===== src/rtl/seg7_scan_driver_if.sv =====
// Bus between a BCD value source and the multiplexed seven-segment scan driver.
// The master side supplies the digits and display options; the slave side drives the panel.
interface seg7_scan_driver_if;
   logic [31:0] bcd_in;
   logic        load;
   logic        lz_blank;
   logic [7:0]  blink_mask;
   logic [7:0]  dp_mask;
   logic [7:0]  AN;
   logic [7:0]  SEG;
   logic        frame_done;

   modport master (
      output bcd_in, load, lz_blank, blink_mask, dp_mask,
      input  AN, SEG, frame_done
   );

   modport slave (
      input  bcd_in, load, lz_blank, blink_mask, dp_mask,
      output AN, SEG, frame_done
   );
endinterface


===== src/rtl/seg7_scan_driver.sv =====
// Eight-digit common-anode seven-segment scanner with frame-synchronous double buffering,
// leading-zero blanking, per-digit blink and decimal points, and an anti-ghosting guard.
module seg7_scan_driver #(
   parameter int SCAN_DIV     = 50000,
   parameter int GUARD        = 4,
   parameter int BLINK_FRAMES = 128
) (
   input logic              clk,
   input logic              rst,
   seg7_scan_driver_if.slave bus
);

   localparam int DW = (SCAN_DIV > 1) ? $clog2(SCAN_DIV) : 1;
   localparam int FW = (BLINK_FRAMES > 1) ? $clog2(BLINK_FRAMES) : 1;
   localparam logic [DW-1:0] DIV_LAST   = DW'(SCAN_DIV - 1);
   localparam logic [DW-1:0] GUARD_CNT  = DW'(GUARD);
   localparam logic [FW-1:0] FRAME_LAST = FW'(BLINK_FRAMES - 1);

   typedef struct packed {
      logic [DW-1:0] div_cnt;
      logic [2:0]    digit_idx;
      logic [FW-1:0] frame_cnt;
      logic          blink_phase;
      logic [31:0]   active;
      logic [31:0]   pending;
      logic          pend_flag;
   } scan_state_t;

   scan_state_t state_q, state_d;
   logic        terminal, boundary;
   logic [7:0]  an_d, seg_d, an_q, seg_q;
   logic        frame_done_q;
   logic [7:0]  zero_from;
   logic [3:0]  cur_nibble;
   logic        cur_dark;

   // Active-low glyphs for g..a; invalid BCD renders as a dash.
   function automatic logic [6:0] glyph(input logic [3:0] d);
      logic [6:0] g;
      case (d)
         4'd0:    g = 7'h40;
         4'd1:    g = 7'h79;
         4'd2:    g = 7'h24;
         4'd3:    g = 7'h30;
         4'd4:    g = 7'h19;
         4'd5:    g = 7'h12;
         4'd6:    g = 7'h02;
         4'd7:    g = 7'h78;
         4'd8:    g = 7'h00;
         4'd9:    g = 7'h10;
         default: g = 7'h3F;
      endcase
      return g;
   endfunction

   assign terminal = (state_q.div_cnt == DIV_LAST);
   assign boundary = terminal && (state_q.digit_idx == 3'd7);

   // State register.
   always_ff @(posedge clk or posedge rst) begin
      if (rst) begin
         state_q      <= '0;
         an_q         <= 8'hFF;
         seg_q        <= 8'hFF;
         frame_done_q <= 1'b0;
      end else begin
         // NOTE: sequential state uses <= so every register samples the pre-edge values.
         state_q      <= state_d;
         an_q         <= an_d;
         seg_q        <= seg_d;
         frame_done_q <= boundary;
      end
   end

   // Next-state logic: divider, digit index, buffers and blink timebase.
   always_comb begin
      // NOTE: start from the held value so no path leaves state_d unassigned (no latch).
      state_d = state_q;

      if (terminal) begin
         state_d.div_cnt   = '0;
         state_d.digit_idx = state_q.digit_idx + 3'd1;
      end else begin
         state_d.div_cnt   = state_q.div_cnt + 1'b1;
      end

      if (bus.load) begin
         state_d.pending   = bus.bcd_in;
         state_d.pend_flag = 1'b1;
      end

      // A load in the boundary cycle itself wins over anything already pending.
      if (boundary) begin
         if (bus.load)
            state_d.active = bus.bcd_in;
         else if (state_q.pend_flag)
            state_d.active = state_q.pending;
         state_d.pend_flag = 1'b0;

         if (state_q.frame_cnt == FRAME_LAST) begin
            state_d.frame_cnt   = '0;
            state_d.blink_phase = ~state_q.blink_phase;
         end else begin
            state_d.frame_cnt   = state_q.frame_cnt + 1'b1;
         end
      end
   end

   // zero_from[i] is set when digits i..7 of the active value are all zero.
   always_comb begin
      logic run;
      run       = 1'b1;
      zero_from = '0;
      for (int i = 7; i >= 0; i--) begin
         run          = run && (state_q.active[4*i +: 4] == 4'd0);
         zero_from[i] = run;
      end
   end

   // Output logic for the slot selected by the current divider/index state.
   always_comb begin
      cur_nibble = state_q.active[{state_q.digit_idx, 2'b00} +: 4];
      cur_dark   = (bus.lz_blank && (state_q.digit_idx != 3'd0) && zero_from[state_q.digit_idx])
                || (state_q.blink_phase && bus.blink_mask[state_q.digit_idx]);
      an_d       = 8'hFF;
      seg_d      = 8'hFF;
      if (!(state_q.div_cnt < GUARD_CNT) && !cur_dark) begin
         an_d  = ~(8'b1 << state_q.digit_idx);
         seg_d = {~bus.dp_mask[state_q.digit_idx], glyph(cur_nibble)};
      end
   end

   assign bus.AN         = an_q;
   assign bus.SEG        = seg_q;
   assign bus.frame_done = frame_done_q;

endmodule


===== src/flat_wrapper.sv =====
// flat-port wrapper written by rule: the top's interface ports become plain ports
module seg7_scan_driver_flat 
#(
   parameter int SCAN_DIV     = 50000,
   parameter int GUARD        = 4,
   parameter int BLINK_FRAMES = 128
)
  (clk, rst, bus_bcd_in, bus_load, bus_lz_blank, bus_blink_mask, bus_dp_mask, bus_AN, bus_SEG, bus_frame_done);
  seg7_scan_driver_if bus_i ();
  input logic clk;
  input logic rst;
  input wire logic [$bits(bus_i.bcd_in)-1:0] bus_bcd_in;
  input wire logic [$bits(bus_i.load)-1:0] bus_load;
  input wire logic [$bits(bus_i.lz_blank)-1:0] bus_lz_blank;
  input wire logic [$bits(bus_i.blink_mask)-1:0] bus_blink_mask;
  input wire logic [$bits(bus_i.dp_mask)-1:0] bus_dp_mask;
  output wire logic [$bits(bus_i.AN)-1:0] bus_AN;
  output wire logic [$bits(bus_i.SEG)-1:0] bus_SEG;
  output wire logic [$bits(bus_i.frame_done)-1:0] bus_frame_done;
  assign bus_i.bcd_in = bus_bcd_in;
  assign bus_i.load = bus_load;
  assign bus_i.lz_blank = bus_lz_blank;
  assign bus_i.blink_mask = bus_blink_mask;
  assign bus_i.dp_mask = bus_dp_mask;
  assign bus_AN = bus_i.AN;
  assign bus_SEG = bus_i.SEG;
  assign bus_frame_done = bus_i.frame_done;
  seg7_scan_driver #(.SCAN_DIV(SCAN_DIV), .GUARD(GUARD), .BLINK_FRAMES(BLINK_FRAMES)) u_core (.clk(clk), .rst(rst), .bus(bus_i));
endmodule

===== config.mk =====
export PLATFORM = sky130hd
export DESIGN_NAME = seg7_scan_driver_flat
export DESIGN_NICKNAME = d
export VERILOG_FILES = /design/src/rtl/seg7_scan_driver_if.sv /design/src/rtl/seg7_scan_driver.sv /design/src/flat_wrapper.sv
export SDC_FILE = /design/constraint.sdc
export NUM_CORES = 1
export LEC_CHECK = 0
export ABC_AREA = 0
export CORE_ASPECT_RATIO = 1.75
export CORE_MARGIN = 2
export CORE_UTILIZATION = 45
export DETAILED_ROUTE_END_ITERATION = 16
export DONT_BUFFER_PORTS = 1
export GPL_TIMING_DRIVEN = 0
export PLACE_DENSITY = 0.56
export SETUP_SLACK_MARGIN = 0.02
export SYNTH_ARGS = -nofsm -noshare
export SYNTH_HDL_FRONTEND = slang
export SYNTH_SLANG_ARGS = --single-unit
export TNS_END_PERCENT = 20

===== constraint.sdc =====
create_clock -name clk -period 5.2 [get_ports clk]
set_clock_uncertainty 0.2 [all_clocks]
set_input_delay 0.78 -clock clk [delete_from_list [all_inputs] [get_ports clk]]
set_output_delay 0.78 -clock clk [all_outputs]
set_load 0.05 [all_outputs]

==> out/qor.csv <==
stage;metric;value;unit
outcome;outcome;finished, final reports clean;
setup_path;crit-path cells;buf_2, buf_2, inv_1, ha_1, nor2b_1, nor3_1, o2111a_1, o211ai_1, clkbuf_1, o211ai_1;
timing;Finish-stage setup viols;0;
synthesis;Mapped Nets;439;
cts;H-tree Lvls;3;
timing;RSZ-0062 raised after global routing;no;
synthesis;Yosys top cell area share;45.6;%
synthesis;Synth area leader;dfrtp_1;
placement;placer congestion estimate;0.804;
finish;fin area;5590;um2
setup_path;crit path kind;reg2reg;
grt;grt total ovfl;0;
synthesis;Unique masters post-synth;41;
setup_path;Critical Path RT;5.25;ns
cts;Sink Count;109;
routing;Post-route DRC;0;
timing;Hold Vio Cnt, Final;0;
timing;relative slew slack;49.8;%
synthesis;synth warn;0;
synthesis;count leader, synth;dfrtp_1;
timing;setup TNS;0;ns
worst_hold_path;Worst Hold Class;in2async;
synthesis;asr flop ratio synth;100;%
cts;CTS Hold Buffers Added;0;
timing;min Tclk post-route;3.00;ns
cts;Clock Latency Late Sink;0.34;ns
setup_path;crit end category;register;
die;initial cell density of the core;45.9;%
die;cell row count;51;
synthesis;Synth Flop Type;dfrtp_1;
timing;Final Cycle Share;57.7;%
routing;DRT antenna net count;0;
routing;vias per inst;5.64;
die;Die W;84.5;um
setup_path;type of origin of the critical path;register;
grt;initial antenna violation count;0;
routing;final WL;10.7;mm
cts;TritonCTS buffer count;9;
cts;TritonCTS clock tree;built;
timing;Least-Margin Pin Slew;0.746;ns
grt;M3 GR Usage;3.74;%
power_and_ir_drop;pwr dens;292;nW/um2
synthesis;Syn Area/Cell;13.6;um2
synthesis;Post-synth EDFFs;0;
job;maxcap violations;0;
setup_path;crit path launch;u_core.state_q[73]$_DFFE_PP0N_;
finish;Nets;451;
grt;global-route wire length before repair;17.3;mm
cts;Clock Path Buffers;2;
synthesis;most frequent cells after synthesis;dfrtp_1 (93), mux2_2 (36), mux2_4 (30), nand3_1 (25), nand2_1 (17);
grt;GRT met2 Usage;35.9;%
power_and_ir_drop;Worst VDD drop;0.000228;V
die;die area;12200;um2
synthesis;Syn Std Cell Area;5100;um2
setup_path;CP max stage delay;0.37;ns
routing;WL per Instance;20.4;um
cts;post-CTS sizing;0;
placement;placed cell area;5290;um2
grt;GRT Overall Usage;18.7;%
timing;fmax;333;MHz
placement;detailed placement HPWL;8.08;mm
timing;setup ws final;2.20;ns
finish;layout cells sized above 1;31.5;%
routing;DR pass1 iterations;4;
routing;Iter 0 DRT Violations;96;
synthesis;synth top area cells;dfrtp_1 (46%), mux2_4 (8.8%), dfstp_2 (8.2%);
synthesis;cell count after synthesis;374;
cts;Worst-path clk slew;0.07;ns
setup_path;CP Max Fanout;10;
setup_path;crit path max-delay cell type;dfrtp_1;
grt;grt peak-use layer;met2;
routing;Via Count;2950;
timing;fin. max-slew vios;0;
placement;post-placement worst setup slack;2.23;ns
synthesis;Seq cells post-synth;109;
grt;vias in the first global route;3228;
cts;postcts setup bufs;0;
finish;synth-to-layout area growth;9.67;%
setup_path;Arrival @ worst endpoint;3.06;ns
die;core area;11100;um2
grt;met1 Use GR;20.4;%
die;Ports;69;
cts;CTS Root Cell;clkbuf_16;
die;Die Y;145;um
synthesis;post-synthesis sequential area ratio;53.9;%
finish;diode count;0;
setup_path;reg2reg start;u_core.state_q[73]$_DFFE_PP0N_;
placement;PortBufs;0;
power_and_ir_drop;leakage;2.66;nW
grt;largest net degree at the start of global routing;73;
report_power, final:
part           total, mW  switching [mW]  leakage [nW]  internal, mW
registers          0.881         0.00764          1.37         0.873
logic             0.0671          0.0379          1.14        0.0292
clock network      0.686           0.309         0.150         0.377
per-stage QoR:
step	hold slack [ns]	util, %	total power [mW]	instances
floorplan	0.233	-	0.946	374
global placement	0.248	47.4	0.962	506
detailed placement	0.256	47.7	0.968	507
CTS	0.138	50.4	1.66	523
global route	0.150	50.4	1.70	523
finish	0.124	50.4	1.63	523
worst max-delay path: cells and delay by family (launching register included):
| family | cells | cell delay (ns) |
|---|---|---|
| buffers and inverters | 4 | 1.04 |
| AO/OA/AOI/OAI | 3 | 0.67 |
| adder cells (fa/ha/maj) | 1 | 0.25 |
| AND/OR/NAND/NOR | 2 | 0.37 |
| flip-flops | 1 | 0.37 |
final timing paths:
kind	end	slack, ns	depth (start not counted)
worst max-delay path	u_core.bus.SEG[6]$_DFF_PP1_	2.20	10
worst min-delay path	u_core.state_q[87]$_DFF_PP0_	0.12	1
worst max register to register	u_core.bus.SEG[6]$_DFF_PP1_	2.20	10
worst min register to register	u_core.state_q[76]$_DFF_PP0_	0.26	1
max in group asynchronous	u_core.state_q[48]$_DFFE_PP0P_	3.96	2
min in group clk	u_core.state_q[76]$_DFF_PP0_	0.26	1
layer usage:
layer | wire, um | up-vias
met5 | 0 | -
met4 | 147 | 0
met3 | 289 | 11
li1 | - | 1376
met2 | 6270 | 47
met1 | 3940 | 1516
layout by cell type (no fill, tap or decap), types with 5 or more instances in the layout:
master	Yosys	layout
mux2i_1	7	7
dfrtp_1	93	93
o21ai_0	7	7
xnor2_1	10	10
nor4_1	9	9
dfstp_2	16	16
nor2_1	15	15
and3_1	6	6
nor3_1	7	7
nand3_1	25	25
buf_2	5	5
inv_1	9	8
nand2_1	17	17
mux2_2	36	36
clkbuf_16	0	9
xor2_1	9	9
clkbuf_1	7	7
mux2_4	30	30
nand4_1	6	6
mux4_2	12	12
ha_1	13	13
flip-flops by register name, indices dropped and copies added (netlist names):
name	cells
u_core.state_q	92
u_core.bus.AN	8
u_core.bus.SEG	8
u_core.bus.frame_done	1
logic make-up after synthesis:
group           synth area share, %
compound gates                 2.99
xor+xnor                       3.26
fa+ha+maj                      3.19
buf+inv                        2.40
flops                          53.9
mux                            23.7
simple gates                   10.5
area by class of cell:
cell class / count / area (um2)
Multi-Input combinational cell: 240 / 2230
Sequential cell: 109 / 2750
Timing Repair Buffer: 1 / 27.5
Clock inverter: 7 / 72.6
Clock buffer: 9 / 225
Fill cell: 966 / 5510
Buffer: 16 / 88.8
Tap cell: 132 / 165
Inverter: 9 / 36.3
Note: power is estimated with default switching activity, not from simulation.
